`config.mk`:
```
export PLATFORM = sky130hd
export DESIGN_NAME = audio_burst_reader
export DESIGN_NICKNAME = d
export VERILOG_FILES = /design/src/rtl/audio_burst_reader.sv
export SDC_FILE = /design/constraint.sdc
export NUM_CORES = 1
export LEC_CHECK = 0
export BUFFER_PORTS_ARGS = -buffer_cell sky130_fd_sc_hd__buf_2
export CORE_MARGIN = 2
export CORE_UTILIZATION = 40
export CTS_CLUSTER_SIZE = 16
export DETAILED_ROUTE_END_ITERATION = 7
export GPL_TIMING_DRIVEN = 0
export SETUP_SLACK_MARGIN = 0.5
export SLEW_MARGIN = 20
export SYNTH_ARGS = -nofsm -noshare
export SYNTH_HDL_FRONTEND = slang
export SYNTH_SLANG_ARGS = --single-unit
```
`constraint.sdc`:
```
create_clock -name clk_clk -period 5.2 [get_ports clk_clk]
set_clock_uncertainty 0.05 [all_clocks]
set_input_delay 1.04 -clock clk_clk [delete_from_list [all_inputs] [get_ports clk_clk]]
set_output_delay 1.04 -clock clk_clk [all_outputs]
set_load 0.05 [all_outputs]
```
`src/rtl/audio_burst_reader.sv`:
```
// Audio burst reader: fetches a clip from word-addressed memory with
// Avalon-MM read bursts, buffers frames in a small FIFO and hands one
// frame to the consumer per sample_tick. Supports one-shot, looped and
// aborted playback.
module audio_burst_reader #(
    parameter int ADDR_W     = 18,
    parameter int DATA_W     = 32,
    parameter int BC_W       = 4,
    parameter int BURST_MAX  = 8,
    parameter int FIFO_DEPTH = 16
) (
    input  logic              clk_clk,
    input  logic              reset_reset_n,
    input  logic              start,
    input  logic              stop,
    input  logic              loop_en,
    input  logic [ADDR_W-1:0] base_addr,
    input  logic [ADDR_W-1:0] length,
    output logic              busy,
    output logic              done,
    output logic [ADDR_W-1:0] avm_address,
    output logic              avm_read,
    output logic [BC_W-1:0]   avm_burstcount,
    input  logic [DATA_W-1:0] avm_readdata,
    input  logic              avm_waitrequest,
    input  logic              avm_readdatavalid,
    input  logic              sample_tick,
    output logic [DATA_W-1:0] sample_data,
    output logic              sample_valid,
    output logic              underrun
);

    localparam int PTR_W = $clog2(FIFO_DEPTH);
    localparam int CNT_W = PTR_W + 1;

    localparam logic [2:0] S_IDLE  = 3'd0;
    localparam logic [2:0] S_REQ   = 3'd1;
    localparam logic [2:0] S_DATA  = 3'd2;
    localparam logic [2:0] S_DRAIN = 3'd3;
    localparam logic [2:0] S_ABORT = 3'd4;

    localparam logic [ADDR_W-1:0] BURST_MAX_A = ADDR_W'(BURST_MAX);
    localparam logic [BC_W-1:0]   BURST_MAX_B = BC_W'(BURST_MAX);
    localparam logic [CNT_W-1:0]  DEPTH_C     = CNT_W'(FIFO_DEPTH);
    localparam logic [BC_W-1:0]   ONE_B       = BC_W'(1);

    // Control state
    logic [2:0]        state_q, state_d;
    logic [ADDR_W-1:0] cur_addr_q, cur_addr_d;
    logic [ADDR_W-1:0] remaining_q, remaining_d;
    logic [ADDR_W-1:0] base_q, base_d;
    logic [ADDR_W-1:0] len_q, len_d;
    logic              loop_q, loop_d;
    logic [BC_W-1:0]   beats_q, beats_d;
    logic              busy_q, busy_d;
    logic              done_q, done_d;
    logic              rd_q, rd_d;
    logic [ADDR_W-1:0] addr_q, addr_d;
    logic [BC_W-1:0]   bc_q, bc_d;

    // Frame FIFO and output stage
    logic [DATA_W-1:0] mem_q [FIFO_DEPTH];
    logic [PTR_W-1:0]  wr_ptr_q, wr_ptr_d;
    logic [PTR_W-1:0]  rd_ptr_q, rd_ptr_d;
    logic [CNT_W-1:0]  count_q, count_d;
    logic [DATA_W-1:0] sdata_q, sdata_d;
    logic              svalid_q, svalid_d;
    logic              under_q, under_d;

    logic              push, pop, flush, accept;
    logic [BC_W-1:0]   blen;
    logic [CNT_W-1:0]  free;

    // Playback FSM: burst requests, beat accounting, loop reload and abort
    always_comb begin
        // NOTE: every variable assigned here gets a default first, otherwise
        // paths that skip an assignment would infer a latch.
        state_d     = state_q;
        cur_addr_d  = cur_addr_q;
        remaining_d = remaining_q;
        base_d      = base_q;
        len_d       = len_q;
        loop_d      = loop_q;
        beats_d     = beats_q;
        busy_d      = busy_q;
        done_d      = 1'b0;
        rd_d        = rd_q;
        addr_d      = addr_q;
        bc_d        = bc_q;
        push        = 1'b0;
        flush       = 1'b0;
        free        = DEPTH_C - count_q;
        blen        = (remaining_q >= BURST_MAX_A) ? BURST_MAX_B : remaining_q[BC_W-1:0];
        accept      = rd_q && !avm_waitrequest;

        case (state_q)
            S_IDLE: begin
                if (start) begin
                    if (length != '0) begin
                        base_d      = base_addr;
                        len_d       = length;
                        loop_d      = loop_en;
                        cur_addr_d  = base_addr;
                        remaining_d = length;
                        busy_d      = 1'b1;
                        state_d     = S_REQ;
                    end else begin
                        done_d = 1'b1;
                    end
                end
            end
            S_REQ: begin
                if (accept) begin
                    // A stop in the acceptance cycle is too late: the burst is owed.
                    rd_d        = 1'b0;
                    cur_addr_d  = cur_addr_q + ADDR_W'(bc_q);
                    remaining_d = remaining_q - ADDR_W'(bc_q);
                    beats_d     = bc_q;
                    state_d     = stop ? S_ABORT : S_DATA;
                end else if (stop) begin
                    rd_d    = 1'b0;
                    flush   = 1'b1;
                    done_d  = 1'b1;
                    busy_d  = 1'b0;
                    state_d = S_IDLE;
                end else if (!rd_q && free >= CNT_W'(blen)) begin
                    // Only ask for a burst the FIFO can swallow whole.
                    rd_d   = 1'b1;
                    addr_d = cur_addr_q;
                    bc_d   = blen;
                end
            end
            S_DATA: begin
                if (avm_readdatavalid) begin
                    push    = 1'b1;
                    beats_d = beats_q - ONE_B;
                    if (beats_q == ONE_B) begin
                        if (stop) begin
                            flush   = 1'b1;
                            done_d  = 1'b1;
                            busy_d  = 1'b0;
                            state_d = S_IDLE;
                        end else if (remaining_q != '0) begin
                            state_d = S_REQ;
                        end else if (loop_q) begin
                            cur_addr_d  = base_q;
                            remaining_d = len_q;
                            state_d     = S_REQ;
                        end else begin
                            state_d = S_DRAIN;
                        end
                    end else if (stop) begin
                        state_d = S_ABORT;
                    end
                end else if (stop) begin
                    state_d = S_ABORT;
                end
            end
            S_DRAIN: begin
                if (stop || count_q == '0) begin
                    flush   = 1'b1;
                    done_d  = 1'b1;
                    busy_d  = 1'b0;
                    state_d = S_IDLE;
                end
            end
            S_ABORT: begin
                // Beats still owed by the slave are counted but never stored.
                if (avm_readdatavalid && beats_q != '0) begin
                    beats_d = beats_q - ONE_B;
                end
                if (beats_q == '0 || (avm_readdatavalid && beats_q == ONE_B)) begin
                    flush   = 1'b1;
                    done_d  = 1'b1;
                    busy_d  = 1'b0;
                    state_d = S_IDLE;
                end
            end
            default: begin
                state_d = S_IDLE;
            end
        endcase
    end

    // FIFO pointers and consumer side; a tick on an empty FIFO never bypasses
    always_comb begin
        pop      = sample_tick && busy_q && (count_q != '0);
        under_d  = sample_tick && busy_q && (count_q == '0);
        svalid_d = pop;
        sdata_d  = pop ? mem_q[rd_ptr_q] : sdata_q;
        if (flush) begin
            wr_ptr_d = '0;
            rd_ptr_d = '0;
            count_d  = '0;
        end else begin
            wr_ptr_d = wr_ptr_q + PTR_W'(push);
            rd_ptr_d = rd_ptr_q + PTR_W'(pop);
            count_d  = count_q + CNT_W'(push) - CNT_W'(pop);
        end
    end

    // FIFO storage
    // NOTE: the frame array has no reset; emptiness is defined by the
    // pointers and count alone, which keeps the storage plain RAM.
    always_ff @(posedge clk_clk) begin
        if (push) begin
            mem_q[wr_ptr_q] <= avm_readdata;
        end
    end

    // State registers
    always_ff @(posedge clk_clk or negedge reset_reset_n) begin
        // NOTE: non-blocking assignments so every flop samples pre-edge values.
        if (!reset_reset_n) begin
            state_q     <= S_IDLE;
            cur_addr_q  <= '0;
            remaining_q <= '0;
            base_q      <= '0;
            len_q       <= '0;
            loop_q      <= 1'b0;
            beats_q     <= '0;
            busy_q      <= 1'b0;
            done_q      <= 1'b0;
            rd_q        <= 1'b0;
            addr_q      <= '0;
            bc_q        <= '0;
            wr_ptr_q    <= '0;
            rd_ptr_q    <= '0;
            count_q     <= '0;
            sdata_q     <= '0;
            svalid_q    <= 1'b0;
            under_q     <= 1'b0;
        end else begin
            state_q     <= state_d;
            cur_addr_q  <= cur_addr_d;
            remaining_q <= remaining_d;
            base_q      <= base_d;
            len_q       <= len_d;
            loop_q      <= loop_d;
            beats_q     <= beats_d;
            busy_q      <= busy_d;
            done_q      <= done_d;
            rd_q        <= rd_d;
            addr_q      <= addr_d;
            bc_q        <= bc_d;
            wr_ptr_q    <= wr_ptr_d;
            rd_ptr_q    <= rd_ptr_d;
            count_q     <= count_d;
            sdata_q     <= sdata_d;
            svalid_q    <= svalid_d;
            under_q     <= under_d;
        end
    end

    // A write into a full FIFO means the free-space check before a burst is broken.
    a_no_overflow: assert property (@(posedge clk_clk) disable iff (!reset_reset_n)
        !(push && count_q == DEPTH_C));

    assign busy           = busy_q;
    assign done           = done_q;
    assign avm_read       = rd_q;
    assign avm_address    = addr_q;
    assign avm_burstcount = bc_q;
    assign sample_data    = sdata_q;
    assign sample_valid   = svalid_q;
    assign underrun       = under_q;

endmodule

```
**After elaboration in Yosys (flattened, before gate mapping)**

Memories as Yosys holds them, arrays and structs flattened. A register that Yosys moved wholly into a read port is not among the register bits.
Index checks and enable logic that the tools add are counted.

- Flip-flop bits (word level): 120
- Bits in latches: 0
- Memory bits (writable): 512
- Bits in read-only memories: 0
- Bits of input ports: 76
- Output and inout port bits: 59
- Logic and storage cells: 144
- Memories kept: 1

- $add $sub $neg: 8
- Multipliers: 0
- Div/mod/pow operators: 0
- Magnitude comparators: 2
- Equality and inequality tests: 18
- Shift-type cells: 0
- Mux-type cells: 66
- Bitwise logic cells: 2
- Reductions and logical operators: 30

Memory list:

| memory | words | width | read ports | clocked after memory_dff | wr ports | line | RTL |
|---|---|---|---|---|---|---|---|
| mem_q | 16 | 32 | 1 | 1 | 1 | 62 | `logic [DATA_W-1:0] mem_q [FIFO_DEPTH];` |

Operators with widths:

| kind | count |
|---|---|
| 18-bit two-way mux | 16 |
| 18-bit one-hot mux with 3 select lines | 2 |
| 18-bit nonzero test | 2 |
| 3-bit two-way mux | 10 |
| 4-bit two-way mux | 6 |
| 2-bit != test (second input constant) | 12 |
| 1-bit two-way mux | 23 |
| 18-bit by 4-bit adder with 18-bit output | 1 |
| 18-bit by 4-bit >= comparator with 1-bit output (second input constant) | 1 |
| 18-bit by 4-bit subtractor with 18-bit output | 1 |
| 3-bit one-hot mux with 5 select lines | 1 |
| 4-bit one-hot mux with 3 select lines | 1 |
| 1-bit one-hot mux with 5 select lines | 2 |
| 5-bit nonzero test | 2 |
| 9-bit AND reduction | 1 |
| 3-bit nonzero test | 3 |
| 4-bit by 1-bit adder with 4-bit output | 2 |
| 4-bit AND reduction | 2 |
| 8-bit AND reduction | 1 |
| 1-bit logical AND | 7 |
| 3-bit by 2-bit == test with 1-bit output (second input constant) | 2 |
| 2-bit two-way mux | 3 |
| 5-bit by 1-bit adder with 5-bit output | 1 |
| 5-bit by 4-bit >= comparator with 1-bit output | 1 |
| other kinds (19) | 23 |

**Depth between registers and ports, before layout**

- Depth in word-level cells: 7
- Mapped depth: 14

**Worst setup path after synthesis**

No wires, ideal clock.

- Path kind: input-to-reg
- From: in avm_readdatavalid
- To: mem mem_q[0][0] (enable)
- Setup time: 0.461 ns
- Data arrival time: 3.715 ns
- Required time: 4.689 ns
- Path slack: 0.974 ns
- Stages: 3
- Buffers on the path: 0
- Cells stage by stage: nand2_1 -> or3_1 -> nor3_1

- Cells in the longest elaborated chain, start to end: 4

Ends and longest elaborated chain:

| element | line | RTL |
|---|---|---|
| start: declaration | 26 | `input logic avm_readdatavalid,` |
| 1-bit two-way mux | 134 | `if (avm_readdatavalid) begin` |
| 1-bit two-way mux | 96 | `case (state_q)` |
| 1-bit two-way mux | 206 | `if (push) begin` |
| 1-bit two-way mux (not written as such) | 207 | `mem_q[wr_ptr_q] <= avm_readdata;` |
| end: declaration | 62 |  |

Every way passes these cells.

**Worst setup path in the final report**

- From: reg remaining_q[5]
- To: reg addr_q[16], in the netlist avm_address[16]

- Cells in the longest elaborated chain, start to end: 5

Ends and longest elaborated chain:

| element | line | RTL |
|---|---|---|
| start: declaration | 50 | `logic [ADDR_W-1:0] remaining_q, remaining_d;` |
| start signal: assignment | 236 | `remaining_q <= remaining_d;` |
| 18-bit by 4-bit >= comparator with 1-bit output | 93 | `blen = (remaining_q >= BURST_MAX_A) ? BURST_MAX_B : remaining_q[BC_W-1:0];` |
| 4-bit two-way mux | 93 |  |
| 5-bit by 4-bit >= comparator with 1-bit output | 126 | `end else if (!rd_q && free >= CNT_W'(blen)) begin` |
| 1-bit logical AND | 126 |  |
| 4-bit AND reduction (no source line) | n/a |  |
| end signal: assignment | 244 | `addr_q <= addr_d;` |
| end: declaration | 58 | `logic [ADDR_W-1:0] addr_q, addr_d;` |

Every way passes these cells.
A chain may end at the register's enable or synchronous reset.

==> qor.log <==
qor: logic_synthesis.synth-async-reset-ratio 22.9%
qor: floorplanning.floorplan.initialDensity 40.4%
qor: setup_path.cp_max_fo 10
qor: setup_path.criticalPathCategory reg2reg
qor: placement.place_inst 2581
qor: setup_path.critPathMaxStageDelay 550 ps
qor: floorplanning.coreArea 0.0672 mm^2
qor: logic_synthesis.post_synth_num_cell_types 71
qor: clock_network.hold_buffers 0
qor: clock_network.cts.reportedPaths.clkPinSlew 60 ps
qor: setup_path.worst_ep_required_time 5610 ps
qor: global_routing.number_of_antenna_violations_at_the_first_check_in_global_routing 5
qor: placement.hpwl 45900 um
qor: clock_network.cts.htree.levels 3
qor: timing.report.final.setup_viol 0
qor: finish.syn_to_final_growth 18.1%
qor: clock_network.cts.root.buffer_cell sky130_fd_sc_hd__clkbuf_16
qor: logic_synthesis.number_of_warnings_issued_by_yosys 0
qor: logic_synthesis.post_synth_top_area_share 56.6%
qor: logic_synthesis.synth_area_leaders sky130_fd_sc_hd__edfxtp_1 57%, sky130_fd_sc_hd__dfrtp_1 14%, sky130_fd_sc_hd__mux4_2 11%
qor: finish.stdcell_count 2713
qor: power.comb_power_share 31.7%
qor: clock_network.post-cts-setup-buffers 0
qor: detailed_routing.wl_per_cell 25.3 um
qor: logic_synthesis.syn_area 0.0272 mm^2
qor: timing.tightestPinTransition 1130 ps
qor: power.internal_power 11.5 mW
qor: hold_path.timing.hold.worst.class in2async
qor: setup_path.timing.critical_path.from_type flop
qor: detailed_routing.drt_iter0_drc 1473
qor: finish.num-fill-cells 5575
qor: power.power.density_cell_area 544 mW/mm^2
qor: logic_synthesis.dominantRegCellSynth sky130_fd_sc_hd__edfxtp_1
qor: global_routing.grt_start_max_net_pins 80
qor: power.totalPowerFinal 17.4 mW
qor: timing.maxSlewViolCount 0
qor: setup_path.crit_path_top_delay_cell sky130_fd_sc_hd__a2111oi_4
qor: floorplanning.rows 95
qor: setup_path.setup.worst_path.end_class flop
qor: setup_path.r2r_start remaining_q[5]
qor: finish.final_common_cell sky130_fd_sc_hd__edfxtp_1
qor: floorplanning.die_x 265 um
qor: timing.rsz0062_at_grt no
qor: clock_network.cts_tree yes
qor: timing.hold_violations 0
qor: logic_synthesis.synth_enable_flop_cells 512
qor: finish.num-nets-final 1889
qor: global_routing.grt_pass1_vias 15.9k
qor: detailed_routing.detail_route.wirelength 68700 um
qor: clock_network.clock_tree_buf_depth 3
qor: power.netSwitchingFraction 34.2%
qor: clock_network.cts-buffers-inserted 72
qor: outcome.status finished clean
qor: clock_network.post_cts_resize_count 0
qor: global_routing.grt_overflow_total 0
qor: logic_synthesis.post_synth_inst_count 1535
qor: timing.final_worst_path_cycle_share 75.4%
qor: floorplanning.fp.dieH 265 um
qor: power.power.sequential.fraction 38.8%
qor: timing.timing.max_slew.rel_slack 24.9%
qor: clock_network.clkSinkCount 664
qor: floorplanning.die-area 0.0700 mm^2
qor: logic_synthesis.syn-mean-instance-area 17.7 um^2
qor: setup_path.regToRegSetupSlack 1280 ps
qor: clock_network.clk_latency 620 ps
qor: power.vdd_ir_drop_max 0.322 mV
qor: detailed_routing.detail_route.drc_violations 0
qor: setup_path.reg2regPathDepth 12
qor: timing.postLayoutSetupSlackWorst 1280 ps
qor: detailed_routing.via_count 15.3k
qor: floorplanning.design.portCount 135
qor: power.p_clk_share 29.5%
qor: power.p_sw 5.97 mW
qor: placement.routabilityCongestion 0.877
qor: global_routing.globalRouteTotalUtil 20.0%
qor: timing.fmax 0.255 GHz
qor: logic_synthesis.synth.ff_latch_count 664
qor: global_routing.grt_pass1_wl 103000 um
qor: power.leakagePower 11.1 nW
qor: setup_path.critical_path_arrival 4340 ps
qor: detailed_routing.vias_per_cell 5.66
qor: placement.detailedPlace.worstSlack 1310 ps
qor: placement.io_buffers 134
qor: setup_path.destination_of_the_worst_register_to_register_timing_path avm_address[16]
qor: timing.finalWorstPathRequiredPeriod 3920 ps
qor: detailed_routing.route.antenna.remaining_nets 0
qor: logic_synthesis.yosys.area.top_type sky130_fd_sc_hd__edfxtp_1
qor: run.max_cap_viol_count 0
qor: detailed_routing.drt-pass1-iter-count 5
qor: logic_synthesis.postSynthNetCount 1642
qor: finish.layout_cell_share_with_drive_strength_beyond_1 30.0%
qor: finish.final_cell_mix 512 x sky130_fd_sc_hd__edfxtp_1, 158 x sky130_fd_sc_hd__buf_2, 152 x sky130_fd_sc_hd__dfrtp_1, 128 x sky130_fd_sc_hd__mux4_2, 88 x sky130_fd_sc_hd__mux2_2
qor: logic_synthesis.yosysSeqAreaShare 70.6%
qor: setup_path.crit_path_cells nor4_2 -> nand2b_2 -> or3_1 -> inv_1 -> nand2_1 -> ha_1 -> a21oi_1 -> nor2b_1 -> o21ai_0 -> a2111oi_4 -> buf_4 -> mux2_2
[power by group through the flow]
| stage | clock [mW] | sequential, mW | combinational, mW |
|---|---|---|---|
| finish | 5.15 | 6.77 | 5.53 |
| global route | 5.46 | 6.84 | 5.99 |
| CTS | 5.25 | 6.77 | 5.58 |
| detailed placement | 0 | 6.87 | 5.56 |
| global placement | 0 | 6.86 | 5.47 |
| floorplan | 0 | 7.43 | 3.33 |
[cell usage after synthesis (6+ instances only)]
library cell	count
sky130_fd_sc_hd__clkbuf_1	42
sky130_fd_sc_hd__and2_1	10
sky130_fd_sc_hd__ha_1	28
sky130_fd_sc_hd__or3_1	10
sky130_fd_sc_hd__nor2_1	73
sky130_fd_sc_hd__o21ai_0	31
sky130_fd_sc_hd__mux2i_1	37
sky130_fd_sc_hd__xnor2_1	8
sky130_fd_sc_hd__nor2b_1	6
sky130_fd_sc_hd__buf_1	14
sky130_fd_sc_hd__buf_2	25
sky130_fd_sc_hd__mux2_2	88
sky130_fd_sc_hd__edfxtp_1	512
sky130_fd_sc_hd__nor3_1	47
sky130_fd_sc_hd__a221o_1	32
sky130_fd_sc_hd__a21o_1	7
sky130_fd_sc_hd__a21oi_1	29
sky130_fd_sc_hd__nand3_1	15
sky130_fd_sc_hd__o21ai_1	42
sky130_fd_sc_hd__nand2_1	42
sky130_fd_sc_hd__dfrtp_1	152
sky130_fd_sc_hd__inv_1	28
sky130_fd_sc_hd__nor4_1	12
sky130_fd_sc_hd__a22oi_1	12
sky130_fd_sc_hd__o21a_1	7
sky130_fd_sc_hd__a221oi_1	15
sky130_fd_sc_hd__mux4_2	128
sky130_fd_sc_hd__a31oi_1	11
sky130_fd_sc_hd__a22o_1	7
[worst max-delay path by stage]
| stage | from | to | slack [ps] | cells past startpoint |
|---|---|---|---|---|
| after global routing | remaining_q[5] | avm_address[11] | 970 | 12 |
| after CTS | remaining_q[5] | avm_address[16] | 1260 | 12 |
| after global placement | avm_readdatavalid | mem_q[0][1] | -2200 | 4 |
| after floorplan | avm_readdatavalid | mem_q[0][0] | 970 | 3 |
| after detailed placement | remaining_q[5] | avm_address[14] | 1310 | 12 |
| final | remaining_q[5] | avm_address[16] | 1280 | 12 |
[per-stage QoR]
step           setup TNS, ps  instance area, um^2  util [%]  hold WS (ps)
2_1_floorplan              0                27200         -           406
3_3_place_gp         -278560                28900      43.1           420
3_5_place_dp               0                29700      44.2           443
4_1_cts                    0                32100      47.8           341
5_1_grt                    0                32100      47.8           371
6_report                   0                32100      47.8           341
[layer usage]
layer | GRT usage [%] | vias up | wire length [um]
met2 | 33.6 | 517 | 34000
met4 | 6.07 | 8 | 1750
met1 | 26.3 | 8035 | 28700
li1 | - | 6669 | -
met3 | 4.03 | 119 | 4220
met5 | 0 | - | 52
[cells by family (layout without fill, tap and decap cells)]
| kind of cell | Yosys count | after routing | share of synthesized area [%] |
|---|---|---|---|
| flops | 664 | 664 | 70.6 |
| mux | 253 | 253 | 15.6 |
| simple gates | 239 | 239 | 4.31 |
| compound gates | 222 | 222 | 5.82 |
| buf+inv | 114 | 418 | 1.75 |
| fa+ha+maj | 31 | 31 | 1.51 |
| xor+xnor | 12 | 12 | 0.387 |
| other cells | 0 | 1 | 0 |
[sequential cells by signal (all words and copies together) (netlist names), 3 cells and up]
name	count
avm_burstcount	4
cur_addr_q	18
avm_address	18
len_q	18
remaining_q	18
base_q	18
sample_data	32
count_q	5
mem_q	512
beats_q	4
state_q	3
rd_ptr_q	4
wr_ptr_q	4
[final cells by class]
cell class / count / area, um^2 / area share [%]
repair buffers: 173 / 1320 / 4.10
clock inverters: 34 / 417 / 1.30
clock buffers: 97 / 1990 / 6.20
inverters: 29 / 109 / 0.339
multi-input cells: 757 / 7620 / 23.7
diodes: 1 / 2.50 / 0.00780
well taps: 873 / 1090 / 3.40
plain buffers: 85 / 365 / 1.14
flip-flops and latches: 664 / 19200 / 59.8
[worst max-delay path, delay by kind of cell, from the launching register on]
kind / cells / cell delay, ps
AOI/OAI and AO/OA: 3 / 750
adders and majority gates: 1 / 290
buffers and inverters: 2 / 520
DFF: 1 / 440
muxes: 1 / 350
and+or+nand+nor: 5 / 1360
No activity file was read; power rests on OpenSTA's default activity.
